**src/rtl/dct_pkg.sv**
```systemverilog
// Shared DCT datapath types: block dimension, coefficient width and row vectors.
package dct_pkg;

    localparam int unsigned DCT_N  = 8;
    localparam int unsigned COEF_W = 16;

    typedef logic [COEF_W-1:0] coef_t;
    typedef coef_t [DCT_N-1:0] coef_vec_t;

endpackage

```
**src/rtl/dct_tp_bank.sv**
```systemverilog
// One N x N coefficient bank: row-wide write port, combinational column read port.
module dct_tp_bank
    import dct_pkg::*;
#(
    parameter int unsigned N = DCT_N,
    parameter int unsigned W = COEF_W
) (
    input  logic                               clk,
    input  logic                               reset_n,
    input  logic                               we,
    input  logic [((N > 1) ? $clog2(N) : 1)-1:0] wr_row,
    input  logic [N*W-1:0]                     wr_data,
    input  logic [((N > 1) ? $clog2(N) : 1)-1:0] rd_col,
    output logic [N*W-1:0]                     rd_data
);

    logic [W-1:0] mem [N][N];

    // Row write; contents clear to zero on reset so partial blocks vanish.
    always_ff @(posedge clk or negedge reset_n) begin
        if (!reset_n) begin
            for (int r = 0; r < int'(N); r++) begin
                for (int c = 0; c < int'(N); c++) begin
                    mem[r][c] <= '0;
                end
            end
        end else if (we) begin
            for (int c = 0; c < int'(N); c++) begin
                mem[wr_row][c] <= wr_data[c*W +: W];
            end
        end
    end

    // Column gather: element i of the output is row i of the selected column.
    always_comb begin
        rd_data = '0;
        for (int r = 0; r < int'(N); r++) begin
            rd_data[r*W +: W] = mem[r][rd_col];
        end
    end

endmodule

```
**src/rtl/dct_transpose_buffer.sv**
```systemverilog
// Ping-pong transpose buffer: fills one bank row-wise while the other drains column-wise.
module dct_transpose_buffer
    import dct_pkg::*;
#(
    parameter int unsigned N = DCT_N,
    parameter int unsigned W = COEF_W
) (
    input  logic           clk,
    input  logic           reset_n,
    input  logic           val_input,
    output logic           in_ready,
    input  logic [N*W-1:0] row_in,
    output logic           val_output,
    input  logic           out_ready,
    output logic [N*W-1:0] col_out,
    output logic           col_first
);

    localparam int unsigned IW = (N > 1) ? $clog2(N) : 1;

    logic [1:0]    full_q, full_d;
    logic          wr_bank_q, wr_bank_d;
    logic          rd_bank_q, rd_bank_d;
    logic [IW-1:0] wr_row_q, wr_row_d;
    logic [IW-1:0] rd_col_q, rd_col_d;
    logic          wr_acc, rd_acc;
    logic [N*W-1:0] col0, col1;

    dct_tp_bank #(.N(N), .W(W)) u_bank0 (
        .clk     (clk),
        .reset_n (reset_n),
        .we      (wr_acc && !wr_bank_q),
        .wr_row  (wr_row_q),
        .wr_data (row_in),
        .rd_col  (rd_col_q),
        .rd_data (col0)
    );

    dct_tp_bank #(.N(N), .W(W)) u_bank1 (
        .clk     (clk),
        .reset_n (reset_n),
        .we      (wr_acc && wr_bank_q),
        .wr_row  (wr_row_q),
        .wr_data (row_in),
        .rd_col  (rd_col_q),
        .rd_data (col1)
    );

    // Handshakes and read-side outputs come straight from registered state.
    always_comb begin
        in_ready   = !full_q[wr_bank_q];
        val_output = full_q[rd_bank_q];
        wr_acc     = val_input && in_ready;
        rd_acc     = val_output && out_ready;
        col_out    = rd_bank_q ? col1 : col0;
        col_first  = val_output && (rd_col_q == '0);
    end

    // Pointer and flag next state; write only ever sets an empty bank and read
    // only ever clears a full one, so both may apply in the same cycle.
    always_comb begin
        full_d    = full_q;
        wr_bank_d = wr_bank_q;
        rd_bank_d = rd_bank_q;
        wr_row_d  = wr_row_q;
        rd_col_d  = rd_col_q;
        if (wr_acc) begin
            if (wr_row_q == IW'(N - 1)) begin
                full_d[wr_bank_q] = 1'b1;
                wr_bank_d         = !wr_bank_q;
                wr_row_d          = '0;
            end else begin
                wr_row_d = wr_row_q + IW'(1);
            end
        end
        if (rd_acc) begin
            if (rd_col_q == IW'(N - 1)) begin
                full_d[rd_bank_q] = 1'b0;
                rd_bank_d         = !rd_bank_q;
                rd_col_d          = '0;
            end else begin
                rd_col_d = rd_col_q + IW'(1);
            end
        end
    end

    // State register.
    always_ff @(posedge clk or negedge reset_n) begin
        if (!reset_n) begin
            full_q    <= '0;
            wr_bank_q <= 1'b0;
            rd_bank_q <= 1'b0;
            wr_row_q  <= '0;
            rd_col_q  <= '0;
        end else begin
            full_q    <= full_d;
            wr_bank_q <= wr_bank_d;
            rd_bank_q <= rd_bank_d;
            wr_row_q  <= wr_row_d;
            rd_col_q  <= rd_col_d;
        end
    end

endmodule

```
**config.mk**
```make
export PLATFORM = sky130hd
export DESIGN_NAME = dct_transpose_buffer
export DESIGN_NICKNAME = d
export VERILOG_FILES = /design/src/rtl/dct_pkg.sv /design/src/rtl/dct_tp_bank.sv /design/src/rtl/dct_transpose_buffer.sv
export SDC_FILE = /design/constraint.sdc
export NUM_CORES = 2
export LEC_CHECK = 0
export ABC_CLOCK_PERIOD_IN_PS = 2050
export BUFFER_PORTS_ARGS = -buffer_cell sky130_fd_sc_hd__buf_2
export CORE_ASPECT_RATIO = 0.6
export CORE_MARGIN = 4
export CORE_UTILIZATION = 55
export DETAILED_ROUTE_END_ITERATION = 10
export GPL_TIMING_DRIVEN = 0
export PLACE_DENSITY_LB_ADDON = 0.15
export SLEW_MARGIN = 20
export SYNTH_ARGS = -nofsm -noshare
export SYNTH_HDL_FRONTEND = slang
export SYNTH_SLANG_ARGS = --single-unit
```
**constraint.sdc**
```tcl
create_clock -name clk -period 2.05 [get_ports clk]
set_clock_uncertainty 0.05 [all_clocks]
set_input_delay 0.1025 -clock clk [delete_from_list [all_inputs] [get_ports clk]]
set_output_delay 0.1025 -clock clk [all_outputs]
set_load 0.05 [all_outputs]
```
### Word level (Yosys, flattened, before mapping)

Cells that the tools add are included.

| word-level totals | value |
|---|---|
| register bits after elaboration | 2058 |
| input bits | 132 |
| output and inout port bits | 131 |
| logic and storage cells | 258 |

| cells by class | value |
|---|---|
| add/subtract/negate cells | 2 |
| order comparisons | 7 |
| equal/unequal tests | 2 |
| multiplexer cells | 95 |
| bitwise operators | 5 |
| reductions and logical operators | 14 |

Operators with widths:

| operator | number |
|---|---|
| 1024-bit bitwise mux | 16 |
| 128-bit demux with 3-bit select | 8 |
| 16-bit binary-select mux with 3-bit select | 16 |
| 16-bit two-way mux | 33 |
| 128-bit two-way mux | 2 |
| 112-bit two-way mux | 1 |
| 96-bit two-way mux | 1 |
| 80-bit two-way mux | 1 |
| 64-bit two-way mux | 1 |
| 48-bit two-way mux | 1 |
| 32-bit two-way mux | 1 |
| 4-bit >= comparator (second input constant) | 2 |
| 1-bit logical AND | 8 |
| 2-bit two-way mux | 4 |
| 3-bit NOT with 4-bit output | 2 |
| 3-bit by 1-bit adder with 3-bit output (second input constant) | 2 |
| 3-bit == test (second input constant) | 2 |
| 1-bit two-way mux | 6 |
| 3-bit two-way mux | 2 |
| 1-bit by 2-bit < comparator with 1-bit output (second input constant) | 2 |
| 4-bit by 1-bit < comparator with 1-bit output (second input constant) | 1 |
| 2-bit AND reduction | 2 |
| 1-bit logical NOT | 3 |
| 3-bit logical NOT | 1 |
| 5 further kinds | 7 |

### Logic depth before layout (Yosys ltp)

| depth | value |
|---|---|
| depth after elaboration | 13 |
| depth in mapped cells | 8 |
| depth with buffers taken out | 5 |

### Modules after synthesis

A second synthesis with hierarchy kept.

| second synthesis, totals | value |
|---|---|
| cells, all modules | 5434 |
| area total of the unflattened synthesis | 94090.2 µm² |

By module, submodules not included:

| module | times used | cells an instance | area each (µm²) | seq. area each (µm²) |
|---|---|---|---|---|
| dct_tp_bank | 2 | 2623 | 46006.6 | 25624.6 |
| dct_transpose_buffer | 1 | 188 | 2077.0 | 250.2 |

### Worst setup path before layout

OpenSTA, ideal clock, no wires.

| path | value |
|---|---|
| path type | reg2out |
| start | reg rd_col_q[0] |
| end | out col_out[32] |
| arrival time | 1.956 ns |
| required time | 1.898 ns |
| path slack | -0.059 ns |
| stages on the path, launching flop included | 8 |
| cells stage by stage | dfrtp_1 -> buf_2 -> buf_2 -> buf_2 -> nand2_1 -> o22ai_1 -> a31o_2 -> a21oi_1 |

| on the way | value |
|---|---|
| word-level cells in the longest chain between the ends | 5 |
| elaborated cells between the ends (all ways) | 8 |
| classes of those cells | mux: 7; bitwise: 1 |

RTL lines:

| element | RTL line | text |
|---|---|---|
| start, declared | dct_transpose_buffer.sv:25 | `logic [IW-1:0] rd_col_q, rd_col_d;` |
| start signal, assigned | dct_transpose_buffer.sv:100 | `rd_col_q <= rd_col_d;` |
| 3-bit NOT with 4-bit output (implied by the code) * | dct_tp_bank.sv:38 | `rd_data[r*W +: W] = mem[r][rd_col];` |
| 16-bit binary-select mux with 3-bit select | dct_tp_bank.sv:38 |  |
| 16-bit two-way mux (implied by the code) (2 in series) | dct_tp_bank.sv:38 |  |
| 128-bit two-way mux * | dct_transpose_buffer.sv:55 | `col_out = rd_bank_q ? col1 : col0;` |
| end, declared | dct_transpose_buffer.sv:15 | `output logic [N*W-1:0] col_out,` |

Mark *: on every way between the ends. The rest lies on a longest branch, timed or not. The select of a mux whose other input is x is not followed.

### Final worst setup path

| path | value |
|---|---|
| start | reg rd_col_q[0] |
| end | out col_out[121] |

The elaborated chain is that of the path after synthesis.

==> qor.txt <==
CP Launch Type -> register
Initial Util -> 0.557
WP data required -> 1900 ps
First-pass GRT wire length -> 485000 microns
Core Footprint -> 165000 sq um
Kind of critical path -> reg -> out
Crit path to -> col_out[121]
PwrDens -> 1840 nW/um^2
Layout cells sized above 1 -> 0.609
IO Count -> 263
Clk pwr share -> 0.177
DIE AREA -> 174000 sq um
Overall power -> 213 mW
Fmax achieved -> 272 MHz
Fin. Hold Viols -> 305
Setup WS post-layout -> -1630 ps
Hold buffer count at cts -> 134
Comb pwr share -> 0.496
Via/cell ratio -> 6.96
Critical Path Sink Type -> output pin
DR DRC count -> 0
Worst r2r src -> wr_row_q[0]
Pint -> 130 mW
Synthesized area -> 91800 sq um
Worst skew pair latency -> 870 ps
# port buffers -> 262
Worst ir drop on vdd -> 1.07 mV
Synth area leaders -> dfrtp_1 (56%), mux2_2 (24%), mux4_2 (11%), a22oi_1 (2.3%), mux2i_1 (1.4%)
Net Sw Frac -> 0.390
R2r worst-path depth -> 5
Slowest stage delay, CP -> 690 ps
# fillers -> 10485
Most frequent cells after synthesis -> dfrtp_1 (2058), mux2_2 (1996), mux4_2 (448), a22oi_1 (284), buf_2 (251)
Detailed Route Iter0 Violations -> 8526
Rel. slew slack -> 0.134
Min Tclk post-route -> 3680 ps
Synth warn -> 0
Max Slew Vio Count -> 0
GPL Wtd Cong -> 1.03
DP Cell Count -> 8295
Dpl hpwl -> 253000 microns
Count leader, synth -> dfrtp_1
Slowest CP cell -> a22oi_2
Reg clk slew, reported paths -> 70 ps
LEAKAGE -> 51.8 nW
Reg2reg end -> u_bank1.mem[176]
GRT Util Overall -> 0.404
Min-Delay Path Class -> in -> async
Ys async rst share -> 1.00
Clock buffer depth -> 4
Unrepaired setup endpoints after global routing -> true
Total congestion overflow -> 0
CP startpoint -> rd_col_q[0]
Vias in the first global route -> 60424
Ys flop type -> dfrtp_1
Top cell type's share of synthesized area -> 0.561
Drt wl/cell -> 41.3 microns
Switch Pwr -> 82.9 mW
Avg Inst Size Synth -> 16.0 sq um
Horiz. Die Dim -> 535 microns
Worst Hold Slack -> -625 ps
Delay-heaviest family, CP -> buffers and inverters
CTS Root Cell -> clkbuf_16
Post-Route WL -> 377000 microns
Most used cell, CP -> buf_12
CP bufs+invs -> 5
Vias -> 63436
Slew @ Worst Pin -> 1300 ps
Status -> finished with violations
Post-Syn Instances -> 5740
Syn_nets -> 5877
Htree depth -> 4
Largest net degree at the start of global routing -> 142
Number of enable flip-flop cells after synthesis -> 0
Unique masters post-synth -> 36
Seq cells post-synth -> 2058
Nets -> 6854
Setup slack, reg-to-reg -> -390 ps
Max_cap viols -> 0
Final setup vio count -> 1909
Final std cells w/o fill -> 9117
Post-DRT Antenna Nets -> 0
Initial antenna violation count -> 23
Initial DRT Pass Iterations -> 8
Die Height -> 324 microns
CTS buffer count -> 194
Sequential-to-total area share from yosys stat -> 0.561
CP Depth -> 8
Arrival time at the worst endpoint -> 3530 ps
Violated checks -> hold timing, setup timing
Cell Rows -> 115
Leading area contributor after synthesis -> dfrtp_1
Period Utilization, post-route -> 1.79
Crit path cell chain -> buf_12 > buf_6 > buf_12 > buf_12 > mux4_2 > a22oi_2 > nand2_2 > buf_6
Sequential group share of total power -> 0.328
Peak fanout along the critical path -> 8
P&R area growth vs syn -> 26.2%
Count of clock tree sinks -> 2058
CTS tree -> built
==> through the flow <==
stage / utilization / setup TNS [ps] / setup WS, ps / hold WS [ps] / cell area [sq um]
global placement: 0.584 / - / -44850 / 386 / 96200
global route: 0.702 / -439850 / -1560 / -599 / 116000
CTS: 0.661 / -688140 / -1450 / -640 / 109000
floorplan: - / 0 / 23.1 / -243 / 92100
detailed placement: 0.591 / -1177720 / -1990 / -30.8 / 97400
finish: 0.703 / -437990 / -1630 / -625 / 116000
==> flip-flops by register name, indices dropped and copies added, names as in the netlist <==
register and flops:
u_bank0.mem 1024, u_bank1.mem 1024, rd_col_q 3, wr_row_q 3, full_q 2, rd_bank_q 1, wr_bank_q 1
==> layer usage <==
layer | global-route usage | up-vias | part of all wire
met5 | 0.0302 | - | 0.0038
met4 | 0.125 | 16 | 0.040
met3 | 0.250 | 902 | 0.19
met2 | 0.511 | 4707 | 0.38
met1 | 0.567 | 34377 | 0.39
li1 | - | 23434 | -
==> how the worst min path moves through the flow <==
stage	startpoint	endpoint	slack (ps)	cells after the start
2_1_floorplan	reset_n	full_q[0]	-240	0
3_3_place_gp	out_ready	full_q[0]	390	4
3_5_place_dp	reset_n	u_bank0.mem[250]	-30	1
4_1_cts	reset_n	u_bank1.mem[378]	-640	4
5_1_grt	reset_n	u_bank0.mem[242]	-600	4
6_report	reset_n	u_bank1.mem[378]	-630	4
==> cells by family (layout without fill, tap and decap cells) <==
kind of cell | Yosys count | after routing | synth area share
simple gates | 211 | 211 | 0.0101
other cells | 0 | 29 | 0
flops | 2058 | 2058 | 0.561
compound gates | 300 | 300 | 0.0244
fa+ha+maj | 5 | 5 | 0.000682
buf+inv | 537 | 1662 | 0.0277
mux | 2629 | 2629 | 0.376
==> placed cells by master (no fill, tap or decap), drive strengths merged, types with 42 or more instances in the layout <==
cell type / Yosys / routed
mux2: 2053 / 2053
nand2: 145 / 145
dfrtp: 2058 / 2058
dlygate4sd3: 0 / 131
clkinv: 0 / 42
a22oi: 284 / 284
buf: 317 / 911
mux4: 448 / 448
mux2i: 128 / 128
clkbuf: 218 / 550
==> worst min-delay path, delay by kind of cell <==
family / cells / cell delay (ps)
buffers and inverters: 4 / 570
==> timing repair <==
action	CTS	global route
pin swaps	128	145
resized for setup	882	939
buffers inserted	62	196
endpoints found under the hold margin	1083	305
cloned	2	66
setup endpoints to repair	2193	2766
==> power by group through the flow <==
stage | sequential [mW] | clock (mW) | combinational, mW
2_1_floorplan | 64.5 | 0 | 54.7
3_3_place_gp | 68.2 | 0 | 77.4
3_5_place_dp | 68.6 | 0 | 81.1
4_1_cts | 68.1 | 37.3 | 92.4
5_1_grt | 70.7 | 39.1 | 108
6_report | 69.7 | 37.5 | 105
==> area by class of cell <==
| cell class | count | area [sq um] | share of cell area |
|---|---|---|---|
| multi-input cells | 3145 | 40300 | 0.348 |
| well taps | 2223 | 2780 | 0.0240 |
| clock inverters | 68 | 753 | 0.00651 |
| diodes | 29 | 72.6 | 0.000627 |
| clock buffers | 276 | 5630 | 0.0486 |
| repair buffers | 783 | 9470 | 0.0818 |
| inverters | 2 | 11.3 | 0.0000973 |
| flip-flops and latches | 2058 | 51500 | 0.445 |
| plain buffers | 533 | 5200 | 0.0449 |
Note: power is estimated with default switching activity, not from simulation.
